==> src/rtl/conv_ctrl_pkg.sv <==
// Shared types and arithmetic helpers for the convolution accumulate controller.
package conv_ctrl_pkg;

  typedef enum logic [1:0] {
    ST_IDLE  = 2'd0,
    ST_ISSUE = 2'd1,
    ST_DRAIN = 2'd2,
    ST_DONE  = 2'd3
  } state_e;

  // Working width for the clamp helper; callers sign-extend into it.
  localparam int unsigned CALC_W = 32;

  // Optional ReLU followed by signed saturation to an out_w-bit range.
  function automatic logic signed [CALC_W-1:0] relu_sat(
      input logic signed [CALC_W-1:0] val,
      input logic                     relu_en,
      input int unsigned              out_w);
    logic signed [CALC_W-1:0] hi;
    logic signed [CALC_W-1:0] lo;
    logic signed [CALC_W-1:0] r;
    hi = $signed((CALC_W'(1) << (out_w - 1)) - CALC_W'(1));
    lo = ~hi;
    r  = val;
    if (relu_en && (r < 0)) r = '0;
    if (r > hi)      r = hi;
    else if (r < lo) r = lo;
    return r;
  endfunction

endpackage

==> src/rtl/sync_fifo.sv <==
// Single-clock FIFO with a registered head-of-queue read port; data appears the cycle after push.
// Pop of an empty FIFO and push into a full FIFO without a pop are dropped.
module sync_fifo #(
  parameter int unsigned WIDTH = 9,
  parameter int unsigned DEPTH = 4
) (
  input  logic             clk,
  input  logic             rstn,
  input  logic             push,
  input  logic [WIDTH-1:0] push_data,
  input  logic             pop,
  output logic [WIDTH-1:0] rd_data,
  output logic             empty
);

  localparam int unsigned AW = (DEPTH > 1) ? $clog2(DEPTH) : 1;
  localparam int unsigned CW = $clog2(DEPTH + 1);

  logic [WIDTH-1:0] mem_q [DEPTH];
  logic [AW-1:0]    wr_ptr_q, wr_ptr_d;
  logic [AW-1:0]    rd_ptr_q, rd_ptr_d;
  logic [CW-1:0]    count_q, count_d;
  logic [WIDTH-1:0] data_q, data_d;
  logic             full;
  logic             do_push;
  logic             do_pop;
  logic [AW-1:0]    rd_next;

  function automatic logic [AW-1:0] ptr_inc(input logic [AW-1:0] p);
    return (p == AW'(DEPTH - 1)) ? '0 : p + AW'(1);
  endfunction

  assign full    = (count_q == CW'(DEPTH));
  assign empty   = (count_q == '0);
  assign do_pop  = pop && !empty;
  assign do_push = push && (!full || do_pop);
  assign rd_next = ptr_inc(rd_ptr_q);
  assign rd_data = data_q;

  always_comb begin
    wr_ptr_d = do_push ? ptr_inc(wr_ptr_q) : wr_ptr_q;
    rd_ptr_d = do_pop ? rd_next : rd_ptr_q;
    count_d  = count_q + CW'(do_push) - CW'(do_pop);
    data_d   = data_q;
    // The head register is refilled from memory, or straight from the write port when it would otherwise run dry.
    if (do_pop) begin
      if (count_q > CW'(1)) data_d = mem_q[rd_next];
      else if (do_push)     data_d = push_data;
    end else if (empty && do_push) begin
      data_d = push_data;
    end
  end

  always_ff @(posedge clk or negedge rstn) begin
    if (!rstn) begin
      for (int i = 0; i < int'(DEPTH); i++) mem_q[i] <= '0;
      wr_ptr_q <= '0;
      rd_ptr_q <= '0;
      count_q  <= '0;
      data_q   <= '0;
    end else begin
      if (do_push) mem_q[wr_ptr_q] <= push_data;
      wr_ptr_q <= wr_ptr_d;
      rd_ptr_q <= rd_ptr_d;
      count_q  <= count_d;
      data_q   <= data_d;
    end
  end

endmodule

==> src/rtl/conv_acc_ctrl.sv <==
// Plane sequencer for one mac: issues (pixel, group) fetches, accumulates results across groups,
// applies bias/shift/ReLU/saturation and buffers pixels; credits keep the output buffer from overflowing.
module conv_acc_ctrl
  import conv_ctrl_pkg::*;
#(
  parameter int unsigned INPUT_NUM = 9,
  parameter int unsigned GROUPS    = 4,
  parameter int unsigned WDP       = 9,
  parameter int unsigned WDP_OUT   = 17,
  parameter int unsigned WDP_BIAS  = 13,
  parameter int unsigned WDP_ACC   = 22,
  parameter int unsigned SHIFT     = 2,
  parameter int unsigned OUT_DEPTH = 4,
  parameter int unsigned PIX_W     = 16,
  localparam int unsigned GRP_W    = (GROUPS > 1) ? $clog2(GROUPS) : 1
) (
  input  logic                       clk,
  input  logic                       rstn,
  input  logic                       start,
  input  logic [PIX_W-1:0]           cfg_pixels,
  input  logic signed [WDP_BIAS-1:0] cfg_bias,
  input  logic                       cfg_relu,
  output logic                       busy,
  output logic                       done,
  output logic                       fetch_en,
  output logic [PIX_W-1:0]           fetch_pix,
  output logic [GRP_W-1:0]           fetch_grp,
  input  logic                       mac_q_en,
  input  logic signed [WDP_OUT-1:0]  mac_q,
  output logic                       out_valid,
  input  logic                       out_ready,
  output logic signed [WDP-1:0]      out_data
);

  localparam int unsigned CNT_W = $clog2(OUT_DEPTH + 1);
  localparam int unsigned SUM_W = WDP_ACC + 1;
  localparam logic [GRP_W-1:0] GRP_LAST = GRP_W'(GROUPS - 1);

  if ((GROUPS < 1) || (INPUT_NUM < 1)) begin : g_param_check
    $error("conv_acc_ctrl: GROUPS and INPUT_NUM must be at least 1");
  end

  state_e                     state_q, state_d;
  logic [PIX_W-1:0]           pixels_q, pixels_d;
  logic signed [WDP_BIAS-1:0] bias_q, bias_d;
  logic                       relu_q, relu_d;
  logic                       fetch_en_q, fetch_en_d;
  logic [PIX_W-1:0]           pix_q, pix_d;
  logic [GRP_W-1:0]           grp_q, grp_d;
  logic [CNT_W-1:0]           used_q, used_d;
  logic [GRP_W-1:0]           rg_q, rg_d;
  logic signed [WDP_ACC-1:0]  acc_q, acc_d;

  logic                       pop;
  logic                       fifo_empty;
  logic                       last_fetch;
  logic                       credit_ok;
  logic                       acc_en;
  logic                       res_push;
  logic signed [WDP_ACC-1:0]  acc_base;
  logic signed [WDP_ACC-1:0]  acc_sum;
  logic signed [SUM_W-1:0]    sum_full;
  logic signed [SUM_W-1:0]    shifted;
  logic signed [CALC_W-1:0]   clamped;
  logic [WDP-1:0]             res_val;

  assign busy      = (state_q != ST_IDLE);
  assign done      = (state_q == ST_DONE);
  assign fetch_en  = fetch_en_q;
  assign fetch_pix = pix_q;
  assign fetch_grp = grp_q;
  assign out_valid = !fifo_empty;
  assign pop       = out_valid && out_ready;

  // used_q counts buffered results plus pixels in flight; the push of a finished
  // pixel moves it between the two, so only a new pixel start or a pop changes it.
  assign used_d    = used_q + CNT_W'(fetch_en_q && (grp_q == '0)) - CNT_W'(pop);
  assign credit_ok = (used_d < CNT_W'(OUT_DEPTH));
  assign last_fetch = fetch_en_q && (pix_q == (pixels_q - PIX_W'(1))) && (grp_q == GRP_LAST);

  always_comb begin
    state_d    = state_q;
    pixels_d   = pixels_q;
    bias_d     = bias_q;
    relu_d     = relu_q;
    fetch_en_d = 1'b0;
    pix_d      = pix_q;
    grp_d      = grp_q;
    case (state_q)
      ST_IDLE: begin
        if (start) begin
          pixels_d = cfg_pixels;
          bias_d   = cfg_bias;
          relu_d   = cfg_relu;
          pix_d    = '0;
          grp_d    = '0;
          // An empty plane still spends one cycle in DRAIN so done lands two cycles after start.
          if (cfg_pixels == '0) begin
            state_d = ST_DRAIN;
          end else begin
            state_d    = ST_ISSUE;
            fetch_en_d = 1'b1;
          end
        end
      end
      ST_ISSUE: begin
        if (fetch_en_q) begin
          if (last_fetch) begin
            state_d = ST_DRAIN;
          end else if (grp_q == GRP_LAST) begin
            grp_d      = '0;
            pix_d      = pix_q + PIX_W'(1);
            fetch_en_d = credit_ok;
          end else begin
            grp_d      = grp_q + GRP_W'(1);
            fetch_en_d = 1'b1;
          end
        end else begin
          fetch_en_d = credit_ok;
        end
      end
      ST_DRAIN: begin
        if ((used_q == '0) && !out_valid) state_d = ST_DONE;
      end
      ST_DONE: state_d = ST_IDLE;
      default: state_d = ST_IDLE;
    endcase
  end

  assign acc_en   = mac_q_en && busy;
  assign res_push = acc_en && (rg_q == GRP_LAST);
  assign acc_base = (rg_q == '0) ? '0 : acc_q;
  assign acc_sum  = acc_base + WDP_ACC'(mac_q);
  // Bias is pre-scaled so that the shift rounds the biased sum as a whole.
  assign sum_full = SUM_W'(acc_sum) + (SUM_W'(bias_q) <<< SHIFT);
  assign shifted  = sum_full >>> SHIFT;
  assign clamped  = relu_sat(CALC_W'(shifted), relu_q, WDP);
  assign res_val  = clamped[WDP-1:0];

  always_comb begin
    rg_d  = rg_q;
    acc_d = acc_q;
    if (acc_en) begin
      if (rg_q == GRP_LAST) begin
        rg_d = '0;
      end else begin
        rg_d  = rg_q + GRP_W'(1);
        acc_d = acc_sum;
      end
    end
  end

  always_ff @(posedge clk or negedge rstn) begin
    if (!rstn) begin
      state_q    <= ST_IDLE;
      pixels_q   <= '0;
      bias_q     <= '0;
      relu_q     <= 1'b0;
      fetch_en_q <= 1'b0;
      pix_q      <= '0;
      grp_q      <= '0;
      used_q     <= '0;
      rg_q       <= '0;
      acc_q      <= '0;
    end else begin
      state_q    <= state_d;
      pixels_q   <= pixels_d;
      bias_q     <= bias_d;
      relu_q     <= relu_d;
      fetch_en_q <= fetch_en_d;
      pix_q      <= pix_d;
      grp_q      <= grp_d;
      used_q     <= used_d;
      rg_q       <= rg_d;
      acc_q      <= acc_d;
    end
  end

  sync_fifo #(
    .WIDTH (WDP),
    .DEPTH (OUT_DEPTH)
  ) u_fifo (
    .clk       (clk),
    .rstn      (rstn),
    .push      (res_push),
    .push_data (res_val),
    .pop       (pop),
    .rd_data   (out_data),
    .empty     (fifo_empty)
  );

endmodule

==> config.mk <==
export PLATFORM = sky130hd
export DESIGN_NAME = conv_acc_ctrl
export DESIGN_NICKNAME = d
export VERILOG_FILES = /design/src/rtl/conv_ctrl_pkg.sv /design/src/rtl/sync_fifo.sv /design/src/rtl/conv_acc_ctrl.sv
export SDC_FILE = /design/constraint.sdc
export NUM_CORES = 1
export LEC_CHECK = 0
export BUFFER_PORTS_ARGS = -buffer_cell sky130_fd_sc_hd__buf_4
export CAP_MARGIN = 20
export CORE_MARGIN = 2
export CORE_UTILIZATION = 45
export DETAILED_ROUTE_END_ITERATION = 16
export PLACE_DENSITY_LB_ADDON = 0.25
export SETUP_SLACK_MARGIN = 0.3
export SLEW_MARGIN = 25
export SYNTH_ARGS = -nofsm -noshare
export SYNTH_HDL_FRONTEND = slang
export SYNTH_SLANG_ARGS = --single-unit
export TNS_END_PERCENT = 50
==> constraint.sdc <==
create_clock -name clk -period 12.9 [get_ports clk]
set_input_delay 2.58 -clock clk [delete_from_list [all_inputs] [get_ports clk]]
set_output_delay 2.58 -clock clk [all_outputs]
set_load 0.05 [all_outputs]
* After elaboration in Yosys (flattened, before gate mapping)
Index checks and enable logic that the tools add are counted.
** Storage, ports and cells
- Logic and storage cells :: 126
- Output and inout bits :: 31
- Bits of input ports :: 52
- Bits in registers :: 130
** Cells by class
- Mux-type cells :: 39
- $add $sub $neg :: 12
- Bitwise gates (word level) :: 3
- Equality and inequality tests :: 16
- Reductions and logical operators :: 30
- Order comparisons :: 8
** Operators by type and width (number)
- $mux 9 :: 9
- $mux 16 :: 4
- $bwmux 36 :: 1
- $gt 32x9->1 const B :: 1
- $lt 32x9->1 const B :: 1
- $mux 32 :: 1
- $pmux 16 s2 :: 1
- $mux 2 :: 12
- $add 22x15->23 :: 1
- $add 22x17->22 :: 1
- $mux 22 :: 1
- $lt 21x1->1 const B :: 1
- $bmux 9 s2 :: 1
- $demux 9 s2 :: 1
- $add 16x1->16 const B :: 1
- $eq 16x16->1 :: 1
- $logic_not 16->1 :: 1
- $sub 16x1->16 const B :: 1
- $eq 2x2->1 const B :: 6
- $logic_and 1x1->1 :: 12
- $ne 2x2->1 const B :: 6
- $add 2x1->2 const B :: 4
- $pmux 2 s4 :: 1
- $reduce_and 4->1 :: 2
- other kinds (21) :: 37

* Longest topological paths before layout
Gate-level depths: netlist of the first run.
- Depth in word-level cells :: 13
- Depth in mapped cells :: 28
- Gate-level depth less buffers :: 25

* Cells and area by module
Synthesis of the first run repeated with hierarchy kept, for this count alone.
** Unflattened totals
- Cells, all modules :: 854
- Area total of the unflattened synthesis :: 8811.0 µm²
** By module, submodules not included
- conv_acc_ctrl :: times used 1, cells an instance 687, area each 6324.8 µm², seq. area each 1951.9 µm²
- sync_fifo :: times used 1, cells an instance 167, area each 2486.1 µm², seq. area each 1301.2 µm²

* Least setup slack after synthesis of the first run
Ideal clock, no wire load.
- Path kind :: input to register
- From :: input port mac_q[0]
- To :: register u_fifo.mem_q[3] (netlist name)
- Library setup time :: 0.077 ns
- Stages :: 22
- Buffers on the path :: 1
- Arrival :: 6.783 ns
- Path slack :: 6.040 ns
- Data required time :: 12.823 ns
- Cell sequence :: ha_1 inv_1 fa_1 nor2b_1 o21a_1 o21ai_0 a21oi_1 a21oi_1 o21ai_0 nand2_1 a311oi_1 xor2_1 ha_1 a21o_1 a21o_1 a221o_1 a21oi_1 o211ai_1 o41ai_2 buf_2 nand2_1 a21oi_1
** Between the ends
- Word-level cells in the longest chain between the ends :: 9
- Elaborated cells between the ends (all ways) :: 10
- Classes of those cells :: add/sub (2); order compare (3); mux (4); reduce/logical (1)
** Ends and longest elaborated chain
- from (decl) :: line conv_acc_ctrl.sv:29 : input logic signed [WDP_OUT-1:0] mac_q,
- $add 22x17->22 * :: line conv_acc_ctrl.sv:133 : assign acc_sum = acc_base + WDP_ACC'(mac_q);
- named net acc_sum[18] :: line conv_acc_ctrl.sv:61 : logic signed [WDP_ACC-1:0] acc_sum;
- $add 22x15->23 * :: line conv_acc_ctrl.sv:135 : assign sum_full = SUM_W'(acc_sum) + (SUM_W'(bias_q) <<< SHIFT);
- $lt 21x1->1 :: line conv_ctrl_pkg.sv:25 : if (relu_en && (r < 0)) r = '0;
- $logic_and 1x1->1 :: line conv_ctrl_pkg.sv:25
- $mux 32 * :: line conv_ctrl_pkg.sv:25
- $lt 32x9->1 :: line conv_ctrl_pkg.sv:27 : else if (r < lo) r = lo;
- $mux 9 :: line conv_ctrl_pkg.sv:27
- $mux 9 * :: line conv_ctrl_pkg.sv:26 : if (r > hi) r = hi;
- $bwmux 36 * :: line sync_fifo.sv:62 : if (do_push) mem_q[wr_ptr_q] <= push_data;
- to (signal, indexed assignment) :: line sync_fifo.sv:62
- to (decl) :: line sync_fifo.sv:19 : logic [WIDTH-1:0] mem_q [DEPTH];
Mark *: on every way through the listed nets, which the timed path passes. The rest lies on a longest branch.
A chain may end at the register's enable or synchronous reset.

* Worst setup path in the final report of the first run
- From :: input port mac_q[0]
- To :: register u_fifo.mem_q[27] (netlist name)
The elaborated chain is that of the path after synthesis.

==> impl_metrics.tcl, run 1 <==
set metrics [dict create \
    outcome "finished clean" \
    synthesis.instances 929 \
    drc_errors_left 0 \
    finalMaxSlewViolations 0 \
    timing.final.crit_share 0.564 \
    route.antenna.remaining_nets 0 \
    synth_top_area_frac 0.372 \
    grt_overflow_total 0 \
    prevailing_post_synth_register_cell "sky130_fd_sc_hd__dfrtp_1" \
    die-width_um 143 \
    worst-slew-pin-transition_ns 0.968 \
    totalWireLength_mm 21.7 \
    area_growth_syn_to_layout_pct 16.8 \
    regToRegStartpoint "rg_q[0]$_DFFE_PN0P_" \
    multiInputGateArea_mm2 0.00522 \
    dp_cells 1247 \
    detail_route.wl_per_cell_um 17.0 \
    grt_setup_unrepaired "no" \
    cap_viol_max_count 0 \
    cp-end-kind "flip-flop" \
    vias_per_cell 5.61 \
    synth.ff_latch_count 130 \
    fmax_mhz 137 \
    dp_hpwl_mm 15.7 \
    clock_tree.htree_level_count 4 \
    placement.cell_area_mm2 0.00962 \
    crit_path_start_kind "primary input" \
    reg2regPathDepth 24 \
    timing.reg2reg.setup_slack_ns 6.51 \
    cts-buffers-inserted 17 \
    postCtsResizedCells 0 \
    ys_seq_area_frac 0.372 \
    ys_async_sr_fraction 1.00 \
    synth_top_cells_by_count "sky130_fd_sc_hd__dfrtp_1 (130), sky130_fd_sc_hd__nor2_1 (89), sky130_fd_sc_hd__a21oi_1 (82)" \
    cts.repair_timing.setup_buffer_count 0 \
    clk-insertion-delay-late_ns 0.43 \
    routability_cong 0.939 \
    grt_util_all_layers 0.224 \
    drive_gt1_frac 0.191 \
    seq_area_mm2 0.00325 \
    coreArea_mm2 0.0189 \
    layout.cell_area.non_filler_mm2 0.0102 \
    syn_avg_cell_area_um2 9.42 \
    rr_endpoint "u_fifo.mem_q[27]$_DFFE_PN0P_" \
    port_buf_inserts 82 \
    synth_fp_nets 1050 \
    starting_density 0.463 \
    worstPathMaxFanout 9 \
    drt_pre_antenna_iters 5 \
    die_height_um 143 \
    route.vias.total 7171 \
    root_driver "sky130_fd_sc_hd__clkbuf_16" \
    timing_hold_violations_final 0 \
    hold_path_startpoint "acc_q[1]$_DFFE_PN0P_" \
    grt_pass1_vias 7183 \
    worst_skew_ns 0.00943 \
    numClockSinks 130 \
    crit_type "in -> reg" \
    layout.nets 1127 \
    synth_cell_type_count 67 \
    final_setup_violation_count 0 \
    timing.hold.worst_path_depth 2 \
    ctsHoldBuffers 0 \
    insertedDiodeCount 0 \
    num_io_pins 83 \
    grt_antenna_before_repair 0 \
    hold_path_class "reg -> reg" \
    maxSlewHeadroom 0.351 \
    post_synth_instance_area_mm2 0.00875 \
    worst_ep_arrival_time_ns 7.55 \
    dr.first_iter.drc_count 372 \
    netlist_top_cells_area "sky130_fd_sc_hd__dfrtp_1 (37%), sky130_fd_sc_hd__ha_1 (9.3%), sky130_fd_sc_hd__mux2_2 (6.6%)" \
    number_of_warnings_issued_by_yosys 0 \
    hold_path_end "acc_q[1]$_DFFE_PN0P_" \
    layout.filler_cells 1793 \
    layout_min_cycle_time_ns 7.28 \
    total_number_of_placement_rows 50 \
    synth_enable_flop_cells 0 \
    dieArea_mm2 0.0206 \
    cts.reportedPaths.clkPinSlew_ns 0.06 \
    critical_path_required_ns 13.17 \
    post-synth-top-area-cell "sky130_fd_sc_hd__dfrtp_1" \
    most_instantiated_library_cell_after_synthesis "sky130_fd_sc_hd__dfrtp_1" \
    finalNonFillerCells 1279 \
    cts_tree "yes" \
    finalSetupTns_ns 0 \
    clock_tree.buffer_depth 2 \
    grt_start_max_net_pins 75 \
    grt_pass1_wl_mm 36.1 \
]
[cells in the final DEF (no fill, tap or decap), types with 4 or more instances in the layout]
cell / n
sky130_fd_sc_hd__o211ai_1: 4
sky130_fd_sc_hd__and3_1: 9
sky130_fd_sc_hd__dfrtp_1: 130
sky130_fd_sc_hd__nor4_1: 9
sky130_fd_sc_hd__nand2b_1: 13
sky130_fd_sc_hd__nor2b_1: 28
sky130_fd_sc_hd__or3_1: 14
sky130_fd_sc_hd__fa_1: 4
sky130_fd_sc_hd__nor3_1: 13
sky130_fd_sc_hd__clkbuf_1: 5
sky130_fd_sc_hd__mux4_2: 9
sky130_fd_sc_hd__a211oi_1: 4
sky130_fd_sc_hd__mux2i_1: 4
sky130_fd_sc_hd__a21o_1: 17
sky130_fd_sc_hd__clkbuf_16: 17
sky130_fd_sc_hd__nand4_1: 18
sky130_fd_sc_hd__o21a_1: 7
sky130_fd_sc_hd__xor2_1: 19
sky130_fd_sc_hd__a21oi_1: 81
sky130_fd_sc_hd__a31oi_1: 10
sky130_fd_sc_hd__o21ai_0: 43
sky130_fd_sc_hd__nor2_1: 89
sky130_fd_sc_hd__ha_1: 65
sky130_fd_sc_hd__a41oi_1: 5
sky130_fd_sc_hd__inv_1: 44
sky130_fd_sc_hd__o21ai_1: 4
sky130_fd_sc_hd__and4_1: 5
sky130_fd_sc_hd__mux2_2: 51
sky130_fd_sc_hd__buf_4: 86
sky130_fd_sc_hd__nand2_1: 67
sky130_fd_sc_hd__o21bai_1: 4
sky130_fd_sc_hd__xnor2_1: 42
sky130_fd_sc_hd__o31ai_1: 4
sky130_fd_sc_hd__nand3_1: 23
sky130_fd_sc_hd__and2_1: 7
sky130_fd_sc_hd__or2_2: 4
[flip-flops by register name, summed over array words and instances (netlist names)]
register / cells
fetch_pix: 16
rg_q: 2
u_fifo.mem_q: 36
pixels_q: 16
u_fifo.rd_ptr_q: 2
u_fifo.wr_ptr_q: 2
used_q: 3
fetch_en: 1
fetch_grp: 2
state_q: 2
relu_q: 1
u_fifo.count_q: 3
u_fifo.rd_data: 9
bias_q: 13
acc_q: 22
[worst max path at each step]
stage              from                            end  slack, ns  depth (start not counted)
3_5_place_dp   mac_q[0]   u_fifo.mem_q[31]$_DFFE_PN0P_       5.32                         22
2_1_floorplan  mac_q[0]    u_fifo.mem_q[3]$_DFFE_PN0P_       6.04                         22
5_1_grt        mac_q[0]   u_fifo.mem_q[30]$_DFFE_PN0P_       5.23                         23
6_report       mac_q[0]   u_fifo.mem_q[27]$_DFFE_PN0P_       5.62                         23
4_1_cts        mac_q[0]   u_fifo.mem_q[33]$_DFFE_PN0P_       5.69                         23
3_3_place_gp   mac_q[0]  u_fifo.rd_data[2]$_DFFE_PN0P_       5.37                         22
[cell families (layout without fill, tap and decap cells)]
group                      Yosys count  after routing  synth area share
xor gates and xnor gates            61             61            0.0611
buffers and inverters               74            164            0.0332
muxes                               64             64            0.0934
and+or+nand+nor                    316            316             0.184
DFF                                130            130             0.372
AOI/OAI and AO/OA                  215            215             0.154
adders and majority gates           69             69             0.102
[layer usage]
layer	vias to the layer above	share of wire	global-route usage
met3	29	0.047	0.0430
met5	-	0	0
met1	3449	0.45	0.291
li1	3514	-	-
met4	0	0.019	0.0795
met2	179	0.48	0.375
[final cells by class]
class | instances | share of cell area
multi-input cells | 725 | 0.511
flip-flops and latches | 130 | 0.318
repair buffers | 88 | 0.0654
clock buffers | 23 | 0.0448
well taps | 260 | 0.0318
inverters | 44 | 0.0162
clock inverters | 9 | 0.0127
[worst max-delay path: stages]
cell,delay [ns]
sky130_fd_sc_hd__buf_4,0.08
sky130_fd_sc_hd__ha_1,0.17
sky130_fd_sc_hd__inv_1,0.06
sky130_fd_sc_hd__fa_1,0.39
sky130_fd_sc_hd__nor2b_1,0.12
sky130_fd_sc_hd__o21a_1,0.13
sky130_fd_sc_hd__o21ai_0,0.10
sky130_fd_sc_hd__a21oi_1,0.23
sky130_fd_sc_hd__a21oi_1,0.14
sky130_fd_sc_hd__o21bai_1,0.16
sky130_fd_sc_hd__a21oi_1,0.10
sky130_fd_sc_hd__xnor2_1,0.24
sky130_fd_sc_hd__ha_1,0.37
sky130_fd_sc_hd__nand4_1,0.14
sky130_fd_sc_hd__o221ai_1,0.24
sky130_fd_sc_hd__a211oi_1,0.46
sky130_fd_sc_hd__a21oi_1,0.15
sky130_fd_sc_hd__xnor2_1,0.21
sky130_fd_sc_hd__nand2_1,0.08
sky130_fd_sc_hd__nor4_1,0.35
sky130_fd_sc_hd__a41oi_1,0.27
sky130_fd_sc_hd__nor2_1,0.62
sky130_fd_sc_hd__a21oi_1,0.15
[metrics by stage]
step / hold slack, ns / worst slack (ns) / util
CTS: 0.481 / 5.69 / 0.540
finish: 0.483 / 5.62 / 0.541
global placement: 0.458 / 5.37 / 0.509
detailed placement: 0.469 / 5.32 / 0.509
floorplan: 0.442 / 6.04 / -
global route: 0.513 / 5.23 / 0.541
Power of run 1 is left out: the tool's default activity adds up to more than one toggle a clock period on the data nets, which glitch-free logic cannot reach.
==> run 2: changes to the inputs <==
Clock period 12.9 ns to 7.5 ns, I/O delays scaled along.
==> run 2 against run 1 <==
Critical path depth down 1. Via count is 0.78% higher. Setup slack got worse by 4.3 ns. Highest routed layer unchanged.
==> impl_metrics.tcl, run 2 (same netlist as run 1, synthesis figures left out) <==
set metrics [dict create \
    vias_per_cell 5.65 \
    grt_start_max_net_pins 68 \
    post-route-worst-setup-slack_ns 1.35 \
    worst-slew-pin-transition_ns 1.01 \
    crit_path_start_kind "primary input" \
    die-width_um 143 \
    layout_min_cycle_time_ns 6.15 \
    global_route.peak_usage_layer "met2" \
    numClockSinks 130 \
    worst_skew_ns 0.00951 \
    timing.final.crit_share 0.821 \
    area_growth_syn_to_layout_pct 17.7 \
    seq_area_mm2 0.00325 \
    grt_antenna_before_repair 0 \
    maxSlewHeadroom 0.325 \
    drc_errors_left 0 \
    multiInputGateArea_mm2 0.00522 \
    worst_ep_arrival_time_ns 6.42 \
    grt_util_all_layers 0.221 \
    final_cell_mix "sky130_fd_sc_hd__dfrtp_1 (130), sky130_fd_sc_hd__nor2_1 (89), sky130_fd_sc_hd__buf_4 (88), sky130_fd_sc_hd__a21oi_1 (82), sky130_fd_sc_hd__nand2_1 (67)" \
    fmax_mhz 163 \
    cts.repair_timing.setup_buffer_count 0 \
    finalMaxSlewViolations 0 \
    critical_path.cell_chain "buf_4 > ha_1 > inv_1 > fa_1 > nor2b_1 > o21a_1 > o21ai_0 > a21oi_1 > a21oi_1 > o21ai_0 > nand2_1 > a311oi_1 > xor2_1 > ha_1 > or2_2 > a21oi_1 > a21oi_1 > xor2_1 > nor4_1 > a41oi_1 > nor2_1 > a21oi_1" \
    coreArea_mm2 0.0189 \
    insertedDiodeCount 0 \
    grt_overflow_total 0 \
    cts_tree "yes" \
    cts-buffers-inserted 17 \
    num_io_pins 83 \
    starting_density 0.463 \
    grt_setup_unrepaired "no" \
    cp-end-kind "flip-flop" \
    routability_cong 0.885 \
    total_number_of_placement_rows 50 \
    die_height_um 143 \
    grt_pass1_wl_mm 35.9 \
    largestRegisters "u_fifo.mem_q (36), acc_q (22)" \
    final_setup_violation_count 0 \
    cap_viol_max_count 0 \
    drt_pre_antenna_iters 6 \
    dieArea_mm2 0.0206 \
    layout.cells.most_common "sky130_fd_sc_hd__dfrtp_1" \
    kind_of_cell_with_the_highest_combined_delay_on_the_critical_path "compound AO/OA/AOI/OAI gates" \
    detail_route.wl_per_cell_um 16.9 \
    grt_util_met2 0.371 \
    largest_reg_flops 36 \
    registers.top_by_ff_count "u_fifo.mem_q" \
    layout.filler_cells 1732 \
    worstPathMaxFanout 8 \
    finalSetupTns_ns 0 \
    cp.buffers_inverters 2 \
    critical_path.slowest_cell "sky130_fd_sc_hd__nor2_1" \
    drive_gt1_frac 0.195 \
    worst_path_largest_cell_delay_ns 0.63 \
    grt_pass1_vias 7230 \
    route.vias.total 7227 \
    cts.reportedPaths.clkPinSlew_ns 0.06 \
    route.antenna.remaining_nets 0 \
    globalRouteMet1Util 0.290 \
    clock_tree.buffer_depth 2 \
    clk-insertion-delay-late_ns 0.42 \
    groute.layer.met3.usage 0.0423 \
    layout.nets 1128 \
    dp_hpwl_mm 15.9 \
    clock_tree.htree_level_count 4 \
    ctsHoldBuffers 0 \
    crit_type "in -> reg" \
    totalWireLength_mm 21.6 \
    post-place-ws_ns 0.997 \
    critical_path_required_ns 7.77 \
    root_driver "sky130_fd_sc_hd__clkbuf_16" \
    timing_hold_violations_final 0 \
    postCtsResizedCells 0 \
    outcome "finished clean" \
    port_buf_inserts 82 \
    hold_path_class "reg -> reg" \
    dr.first_iter.drc_count 523 \
    crit_top_cell "sky130_fd_sc_hd__a21oi_1" \
]
## run 2: final cells by class
| cell class | count | share of cell area |
|---|---|---|
| repair buffers | 89 | 0.0653 |
| well taps | 260 | 0.0316 |
| inverters | 44 | 0.0160 |
| multi-input cells | 725 | 0.507 |
| clock buffers | 20 | 0.0444 |
| clock inverters | 12 | 0.0197 |
| flip-flops and latches | 130 | 0.316 |
## run 2: stage by stage
step           cells  hold slack (ns)  utilization  instance area [µm²]
2_1_floorplan    929            0.442            -                 8750
3_3_place_gp    1248            0.459        0.509                 9620
3_5_place_dp    1248            0.471        0.509                 9620
4_1_cts         1280            0.484        0.544                10300
5_1_grt         1280            0.508        0.545                10300
6_report        1280            0.478        0.545                10300
## run 2: path summary, 6_finish.rpt
kind	startpoint	end	slack (ns)	depth (start not counted)
min reg2reg	acc_q[3]$_DFFE_PN0P_	acc_q[3]$_DFFE_PN0P_	0.48	2
max in group asynchronous	rstn	pixels_q[8]$_DFFE_PN0P_	5.18	2
max reg2reg	rg_q[0]$_DFFE_PN0P_	u_fifo.mem_q[30]$_DFFE_PN0P_	1.48	25
min	acc_q[3]$_DFFE_PN0P_	acc_q[3]$_DFFE_PN0P_	0.48	2
max	mac_q[0]	u_fifo.mem_q[30]$_DFFE_PN0P_	1.35	22
min in group asynchronous	rstn	u_fifo.mem_q[26]$_DFFE_PN0P_	1.09	1
## run 2: worst min-delay path: stages, from the launching register on
cell                      delay, ns
sky130_fd_sc_hd__dfrtp_1       0.33
sky130_fd_sc_hd__nand2_1       0.04
sky130_fd_sc_hd__o21ai_0       0.06
## run 2: routing by layer
metal,up-vias,wire length [µm],share of wire
met5,-,0,0
met4,0,375,0.017
met3,28,976,0.045
met2,191,10400,0.48
met1,3489,9880,0.46
li1,3519,-,-
Power of run 2 is left out for the same reason.
